**src/rtl/mac_operand_sequencer.sv**
```systemverilog
// -----------------------------------------------------------------------------
// mac_operand_sequencer
//
// Operand-side controller for a generic multiply-accumulate unit. One job:
// pulse accClear, read AccCycles operand pairs from two synchronous-read
// buffers, stream them to the MAC under 'enable', wait ResLatency cycles for
// the accumulator to settle, then hold the captured sum under a valid/ack
// handshake.
//
// Ports
//   clock        system clock, rising edge
//   reset        asynchronous, active-low
//   start        job request, only sampled while idle
//   busy         high in every state except idle
//   memRdEn      buffer read strobe (high for exactly AccCycles cycles)
//   addrA/addrB  buffer addresses, hold last value outside the fetch phase
//   memDataA/B   buffer read data, valid one cycle after memRdEn
//   accClear     one-cycle accumulator clear pulse
//   enable       MAC enable, memRdEn delayed by one cycle
//   operandA/B   MAC operands, pass-through of buffer read data
//   AccResult    accumulated result from the MAC
//   result       captured job result
//   resultValid  result available, held until resultAck
//   resultAck    consumer accepts result (ignored outside the hold phase)
// -----------------------------------------------------------------------------
module mac_operand_sequencer #(
  parameter int bitwidthA      = 8,
  parameter int bitwidthB      = 8,
  parameter int AccCycles      = 400,
  parameter int bitwidthAccRes = 25,
  parameter int AddrWidth      = 9,
  parameter int ResLatency     = 1
) (
  input  logic                      clock,
  input  logic                      reset,
  input  logic                      start,
  output logic                      busy,
  output logic                      memRdEn,
  output logic [AddrWidth-1:0]      addrA,
  output logic [AddrWidth-1:0]      addrB,
  input  logic [bitwidthA-1:0]      memDataA,
  input  logic [bitwidthB-1:0]      memDataB,
  output logic                      accClear,
  output logic                      enable,
  output logic [bitwidthA-1:0]      operandA,
  output logic [bitwidthB-1:0]      operandB,
  input  logic [bitwidthAccRes-1:0] AccResult,
  output logic [bitwidthAccRes-1:0] result,
  output logic                      resultValid,
  input  logic                      resultAck
);

  // Settle counter only needs to reach ResLatency-1; keep at least one bit so
  // the ResLatency=0 build still elaborates.
  localparam int SettleW = (ResLatency > 1) ? $clog2(ResLatency) : 1;
  localparam logic [AddrWidth-1:0] LastCount  = AddrWidth'(AccCycles - 1);
  localparam logic [SettleW-1:0]   LastSettle = SettleW'((ResLatency > 0) ? ResLatency - 1 : 0);

  typedef enum logic [2:0] {
    S_IDLE,
    S_CLEAR,
    S_FETCH,
    S_DRAIN,
    S_SETTLE,
    S_HOLD
  } state_e;

  state_e                    state_q, state_d;
  logic [AddrWidth-1:0]      count_q, count_d;
  logic [SettleW-1:0]        settle_q, settle_d;
  logic [bitwidthAccRes-1:0] result_q, result_d;
  logic                      enable_q;

  // NOTE: state registers use non-blocking assignments so every flop samples
  // the pre-edge value of its inputs, independent of block evaluation order.
  always_ff @(posedge clock or negedge reset) begin
    if (!reset) begin
      state_q  <= S_IDLE;
      count_q  <= '0;
      settle_q <= '0;
      result_q <= '0;
      enable_q <= 1'b0;
    end else begin
      state_q  <= state_d;
      count_q  <= count_d;
      settle_q <= settle_d;
      result_q <= result_d;
      // Read data arrives one cycle after the strobe, so delaying the strobe
      // by one cycle lines enable up with the pass-through operands.
      enable_q <= (state_q == S_FETCH);
    end
  end

  // NOTE: every variable gets a hold-value default before the case statement,
  // so no path through the block leaves one unassigned and no latch appears.
  always_comb begin
    state_d  = state_q;
    count_d  = count_q;
    settle_d = settle_q;
    result_d = result_q;

    unique case (state_q)
      S_IDLE: begin
        if (start) begin
          state_d = S_CLEAR;
          count_d = '0;
        end
      end

      S_CLEAR: state_d = S_FETCH;

      S_FETCH: begin
        // Stop at the last address; the counter never wraps within a job.
        if (count_q == LastCount) begin
          state_d = S_DRAIN;
        end else begin
          count_d = count_q + 1'b1;
        end
      end

      S_DRAIN: begin
        // The final enable is in this cycle. With no result latency the MAC
        // output already includes it, so capture on this exit edge.
        if (ResLatency == 0) begin
          result_d = AccResult;
          state_d  = S_HOLD;
        end else begin
          settle_d = '0;
          state_d  = S_SETTLE;
        end
      end

      S_SETTLE: begin
        if (settle_q == LastSettle) begin
          result_d = AccResult;
          state_d  = S_HOLD;
        end else begin
          settle_d = settle_q + 1'b1;
        end
      end

      S_HOLD: begin
        if (resultAck) begin
          state_d = S_IDLE;
        end
      end

      default: state_d = S_IDLE;
    endcase
  end

  // Control outputs decode the state register directly so an asynchronous
  // reset drops them without waiting for a clock edge.
  assign busy        = (state_q != S_IDLE);
  assign accClear    = (state_q == S_CLEAR);
  assign memRdEn     = (state_q == S_FETCH);
  assign resultValid = (state_q == S_HOLD);
  assign enable      = enable_q;
  assign addrA       = count_q;
  assign addrB       = count_q;
  assign operandA    = memDataA;
  assign operandB    = memDataB;
  assign result      = result_q;

endmodule
```
**config.mk**
```make
export PLATFORM = sky130hd
export DESIGN_NAME = mac_operand_sequencer
export DESIGN_NICKNAME = d
export VERILOG_FILES = /design/src/rtl/mac_operand_sequencer.sv
export SDC_FILE = /design/constraint.sdc
export NUM_CORES = 1
export LEC_CHECK = 0
export ABC_AREA = 0
export CAP_MARGIN = 15
export CORE_UTILIZATION = 25
export DETAILED_ROUTE_END_ITERATION = 8
export PLACE_DENSITY_LB_ADDON = 0.3
export SYNTH_ARGS = -nofsm -noshare
export SYNTH_HDL_FRONTEND = slang
export SYNTH_SLANG_ARGS = --single-unit
```
**constraint.sdc**
```tcl
create_clock -name clock -period 1.6 [get_ports clock]
set_input_delay 0.4 -clock clock [delete_from_list [all_inputs] [get_ports clock]]
set_output_delay 0.4 -clock clock [all_outputs]
set_load 0.01 [all_outputs]
```
## After elaboration in Yosys (flattened, before gate mapping)

Cells that the tools add are included.

- Register bits after elaboration: 39
- Input port bits: 45
- Logic and storage cells: 36
- Output and inout port bits: 64

- Reduce and logical (&&, ||, !) cells: 7
- $add $sub $neg: 2
- Equal/unequal tests: 11
- Bitwise operators: 1
- Mux-type cells: 10

Operators with widths:

| cell | number |
|---|---|
| 2-to-1 mux 9 bit | 2 |
| one-hot mux 3 bit (6 select lines) | 1 |
| one-hot mux 9 bit (2 select lines) | 1 |
| 2-to-1 mux 3 bit | 4 |
| adder 9 x 1 -> 9 bit, second input constant | 1 |
| == test 9 bit, second input constant | 1 |
| == test 3 x 2 -> 1 bit, second input constant | 2 |
| == test 3 bit, second input constant | 2 |
| != test 2 bit, second input constant | 3 |
| != test 2 x 1 -> 1 bit, second input constant | 2 |
| AND reduction 4 bit | 1 |
| nonzero test 2 bit | 2 |
| == test 3 x 1 -> 1 bit, second input constant | 1 |
| zero test 3 bit | 1 |
| AND reduction 3 bit | 1 |
| nonzero test 3 bit | 1 |
| one-hot mux 1 bit (2 select lines) | 1 |
| AND reduction 2 bit | 1 |
| adder 1 bit, second input constant | 1 |
| 2-to-1 mux 1 bit | 1 |
| inverter 1 bit | 1 |

## Depth between registers and ports, before layout

- Word-level depth: 3
- Depth in mapped cells: 7
- Mapped depth without buffers: 5

## Worst setup path after synthesis

No wires, ideal clock.

- Path kind: flip-flop to flip-flop
- Start point: register count_q[0] (netlist: addrA[0])
- End point: register count_q[2] (netlist: addrA[2])
- Data required time: 1.476 ns
- Setup time: 0.124 ns
- Slack: 0.073 ns
- Cell stages (with the launch flop): 6
- Period minus slack after synthesis: 1.527 ns
- Path buffers: 0
- Data arrival time: 1.403 ns
- Cell sequence: dfrtp_1 > ha_1 > nand3_1 > nor3_1 > a21o_1 > a211o_1

- Cells in the longest elaborated chain, start to end: 3
- Elaborated cells between the ends (all ways): 6
- Those cells by class: add/sub (1); eq/ne (2); mux (2); reduce/logical (1)

RTL lines:

| what | line | RTL |
|---|---|---|
| from (decl) | 69 | `logic [AddrWidth-1:0] count_q, count_d;` |
| from (signal assigned) | 85 | `count_q <= count_d;` |
| adder 9 x 1 -> 9 bit / == test 9 bit (equally long branches) | 117, 114 |  |
| 2-to-1 mux 9 bit / != test 2 bit (equally long branches) | -- |  |
| one-hot mux 9 bit (2 select lines) / AND reduction 3 bit (equally long branches) | -- |  |

Parallel ways exist; a longest one is shown, timed or not. The select of a mux whose other input is x is not followed.
A chain may end at the register's enable or synchronous reset.

## Worst setup path after layout

- Start point: register state_q[1]
- End point: output port busy

- Cells in the longest elaborated chain, start to end: 1

RTL lines:

| what | line | RTL |
|---|---|---|
| from (decl) | 68 | `state_e state_q, state_d;` |
| from (signal assigned) | 84 | `state_q <= state_d;` |
| nonzero test 3 bit | 154 | `assign busy = (state_q != S_IDLE);` |
| to (decl) | 37 | `output logic busy,` |

Every way passes these cells.

==> summary.md <==
| Metric | Value |
|---|---|
| Status | `complete, but fails checks` |
| Violated checks | `setup timing` |
| Final Skew | `roughly 0.0034 ns` |
| Fin. max-slew vios | `0` |
| Vias post-DR | `1443` |
| Worst-Skew Late Latency | `0.28 ns` |
| Hold Buf Count CTS | `0` |
| DP Wirelength | `~2900 µm` |
| Yosys cell types | `39` |
| Drt first pass iters | `4` |
| Syn Nets | `about 200` |
| CTS Buffer Depth | `2` |
| Mapped Area | `approximately 1800 µm²` |
| Logic pwr share | `52.9%` |
| Global-route wire length before repair | `about 6300 µm` |
| Dpl ws | `-0.188 ns` |
| Io pins | `109` |
| Final WS setup | `-0.0865 ns` |
| Most frequent cell on the critical path | `buf_6` |
| Area Growth Syn to Fin | `62.2%` |
| Critical Path RT | `1.20 ns` |
| Setup crit end kind | `output port` |
| Maximum clock rate | `between 500 and 600 MHz` |
| CP peak stage delay | `0.38 ns` |
| Vias in the first global route | `around 1400` |
| Slew Limit Headroom | `74.4%` |
| Top-area cell type share of the netlist area | `51.6%` |
| Ys flop type | `dfrtp_1` |
| Top post-synthesis cells by area | `dfrtp_1, mux2_2, buf_4, a211o_1, o21ai_0` |
| Syn_area_per_cell | `12.3 µm²` |
| Routed WL | `4400 µm` |
| Share of cells above drive strength 1 | `34.2%` |
| CP Cell Sequence | `buf_6 > or3_4 > buf_6` |
| Worst-path maximum fanout | `3` |
| DRC Markers | `0` |
| CP Data Arrival Time | `1.29 ns` |
| # Max-Cap Violations | `0` |
| Port Buffers | `76` |
| CTS tree | `yes` |
| Antenna Violating Nets Remaining | `0` |
| Vias/cell | `4.37` |
| Die footprint | `7710 µm²` |
| H-tree levels | `2` |
| CTS buffer count | `5` |
| Worst setup SP type | `flop` |
| Sequential share of the synthesized area | `approximately half` |
| Min cycle time layout | `1.69 ns` |
| Die height | `87.8 µm` |
| GR Overflow Total | `0` |
| 1st-iter DRT viols | `29` |
| Switching share of total power | `30.9%` |
| Most common library cells after synthesis | `dfrtp_1, buf_4, mux2_2` |
| Worst hold path class | `input port to async pin` |
| Row count | `30` |
| Count leader, synth | `dfrtp_1` |
| Largest net degree at the start of global routing | `26` |
| Routed WL per cell | `13.3 µm` |
| Gate Count Post-Synth | `150` |
| RSZ-0062 raised after global routing | `yes` |
| Slew @ Worst Pin | `0.384 ns` |
| Crit-path slowest cell | `dfrtp_1` |
| Synth Warn # | `0` |
| Tot GR Track Use | `10.7%` |
| Type of the worst setup path | `flop to output port` |
| Leakage | `1.60 nW` |
| Sw Pwr | `roughly 1.6 mW` |
| # clock sinks | `38` |
| EDFF count, synth | `0` |
| Family with the most delay on the worst path | `flip-flops` |
| Sequential group share of total power | `30.8%` |
| Setup violators final | `16` |
| Initial antenna violation count | `0` |
| Buf+Inv Stages, Crit Path | `2` |
| Tcrit/Tclk final | `105%` |
| Asr flop ratio synth | `100%` |
| Core area | `6940 µm²` |
| Cell Int Power | `3.50 mW` |
| Starting density of the core | `26.5%` |
| Synth area leader | `dfrtp_1` |
| Reg clk slew, reported paths | `around 0.070 ns` |
| Final Hold Viols | `0` |
| Total chip power | `~5 mW` |
| Die Span X | `87.8 µm` |
| Clk pwr share | `~16%` |
| Nets | `280` |
| PwrDens | `1700 nW/µm²` |
| Clock tree root driver cell | `clkbuf_8` |
| Gpl congestion | `~0.76` |
| Ant. Diodes | `0` |
| Yosys reg bits | `38` |
| Peak VDD IR | `between 0.8 and 0.9 mV` |
final cells by class:
type | instances | area, µm²
sequential | 38 | 953
timing repair buffer | 107 | 1100
clock buffer | 6 | 82.6
tap | 96 | 120
inverter | 3 | 16.3
multi-input combinational | 79 | 689
clock inverter | 1 | 30.0
fill | 687 | 3960
state kept, by name (all words and copies together), names as in the netlist:
name     count
addrA        9
enable       1
result      25
state_q      3
cell usage in the layout, fill, tap and decap left out, drive strengths merged, types with 3 or more instances in the layout:
master and n:
dlygate4sd2 18, clkbuf 8, nand3 5, dfrtp 38
buf 34, o21ai 5, mux2 25, nor3 3
a211o 3, clkdlybuf4s50 31, nand2 4, nor2 4
dlymetal6s2s 22, a21oi 3, nor3b 3
layer usage:
layer | global-route usage, % | up-vias | share of wire [%]
met5 | 0 | - | 0
met4 | 4.92 | 0 | 1.3
met3 | 3.11 | 9 | 7.2
met2 | 17.5 | 60 | 48
met1 | 13.1 | 700 | 44
li1 | - | 674 | -
power by group through the flow:
stage | Clock (mW) | Sequential [mW] | Combinational, mW
finish | 0.827 | 1.56 | 2.68
global route | 0.906 | 1.61 | 2.89
CTS | 0.863 | 1.57 | 2.55
detailed placement | 0 | 1.58 | 2.51
global placement | 0 | 1.57 | 2.50
floorplan | 0 | 1.80 | 1.03
kinds of logic after synthesis:
family / after synthesis / share of synthesized area (%)
flip-flops: 38 / 51.6
AO/OA/AOI/OAI: 21 / 8.02
AND/OR/NAND/NOR: 32 / 11.0
buffers and inverters: 33 / 13.4
multiplexers: 25 / 15.3
adder cells (fa/ha/maj): 1 / 0.679
worst paths after layout:
check	slack, ns	end	depth (start not counted)	start
max	-0.09	busy	3	state_q[1]$_DFFE_PN0P_
min	0.03	result[9]$_DFFE_PN0P_	1	reset
max reg2reg	-0.02	result[12]$_DFFE_PN0P_	6	state_q[1]$_DFFE_PN0P_
min reg2reg	0.50	result[20]$_DFFE_PN0P_	1	result[20]$_DFFE_PN0P_
max in group asynchronous	1.11	addrA[7]$_DFFE_PN0P_	2	reset
min in group clock	0.50	result[20]$_DFFE_PN0P_	1	result[20]$_DFFE_PN0P_
stage by stage:
stage               hold slack, ns  std cells  TNS, ns  cell area (µm²)  utilization, %
detailed placement           0.342        312   -0.700             2660            38.3
CTS                         0.0256        324    -1.25             2820            40.6
finish                      0.0285        330   -0.341             2990            43.0
floorplan                    0.104        150        0             1840               -
global placement             0.347        312   -0.685             2660            38.3
global route                0.0361        330    -1.63             2990            43.0
timing repair:
item,CTS,global route
buffers inserted,5,4
pin swaps,2,5
gates resized for setup,46,31
hold endpoints to repair,0,0
setup endpoints to repair,23,56
cloned,0,3
Note: power is estimated with default switching activity, not from simulation.
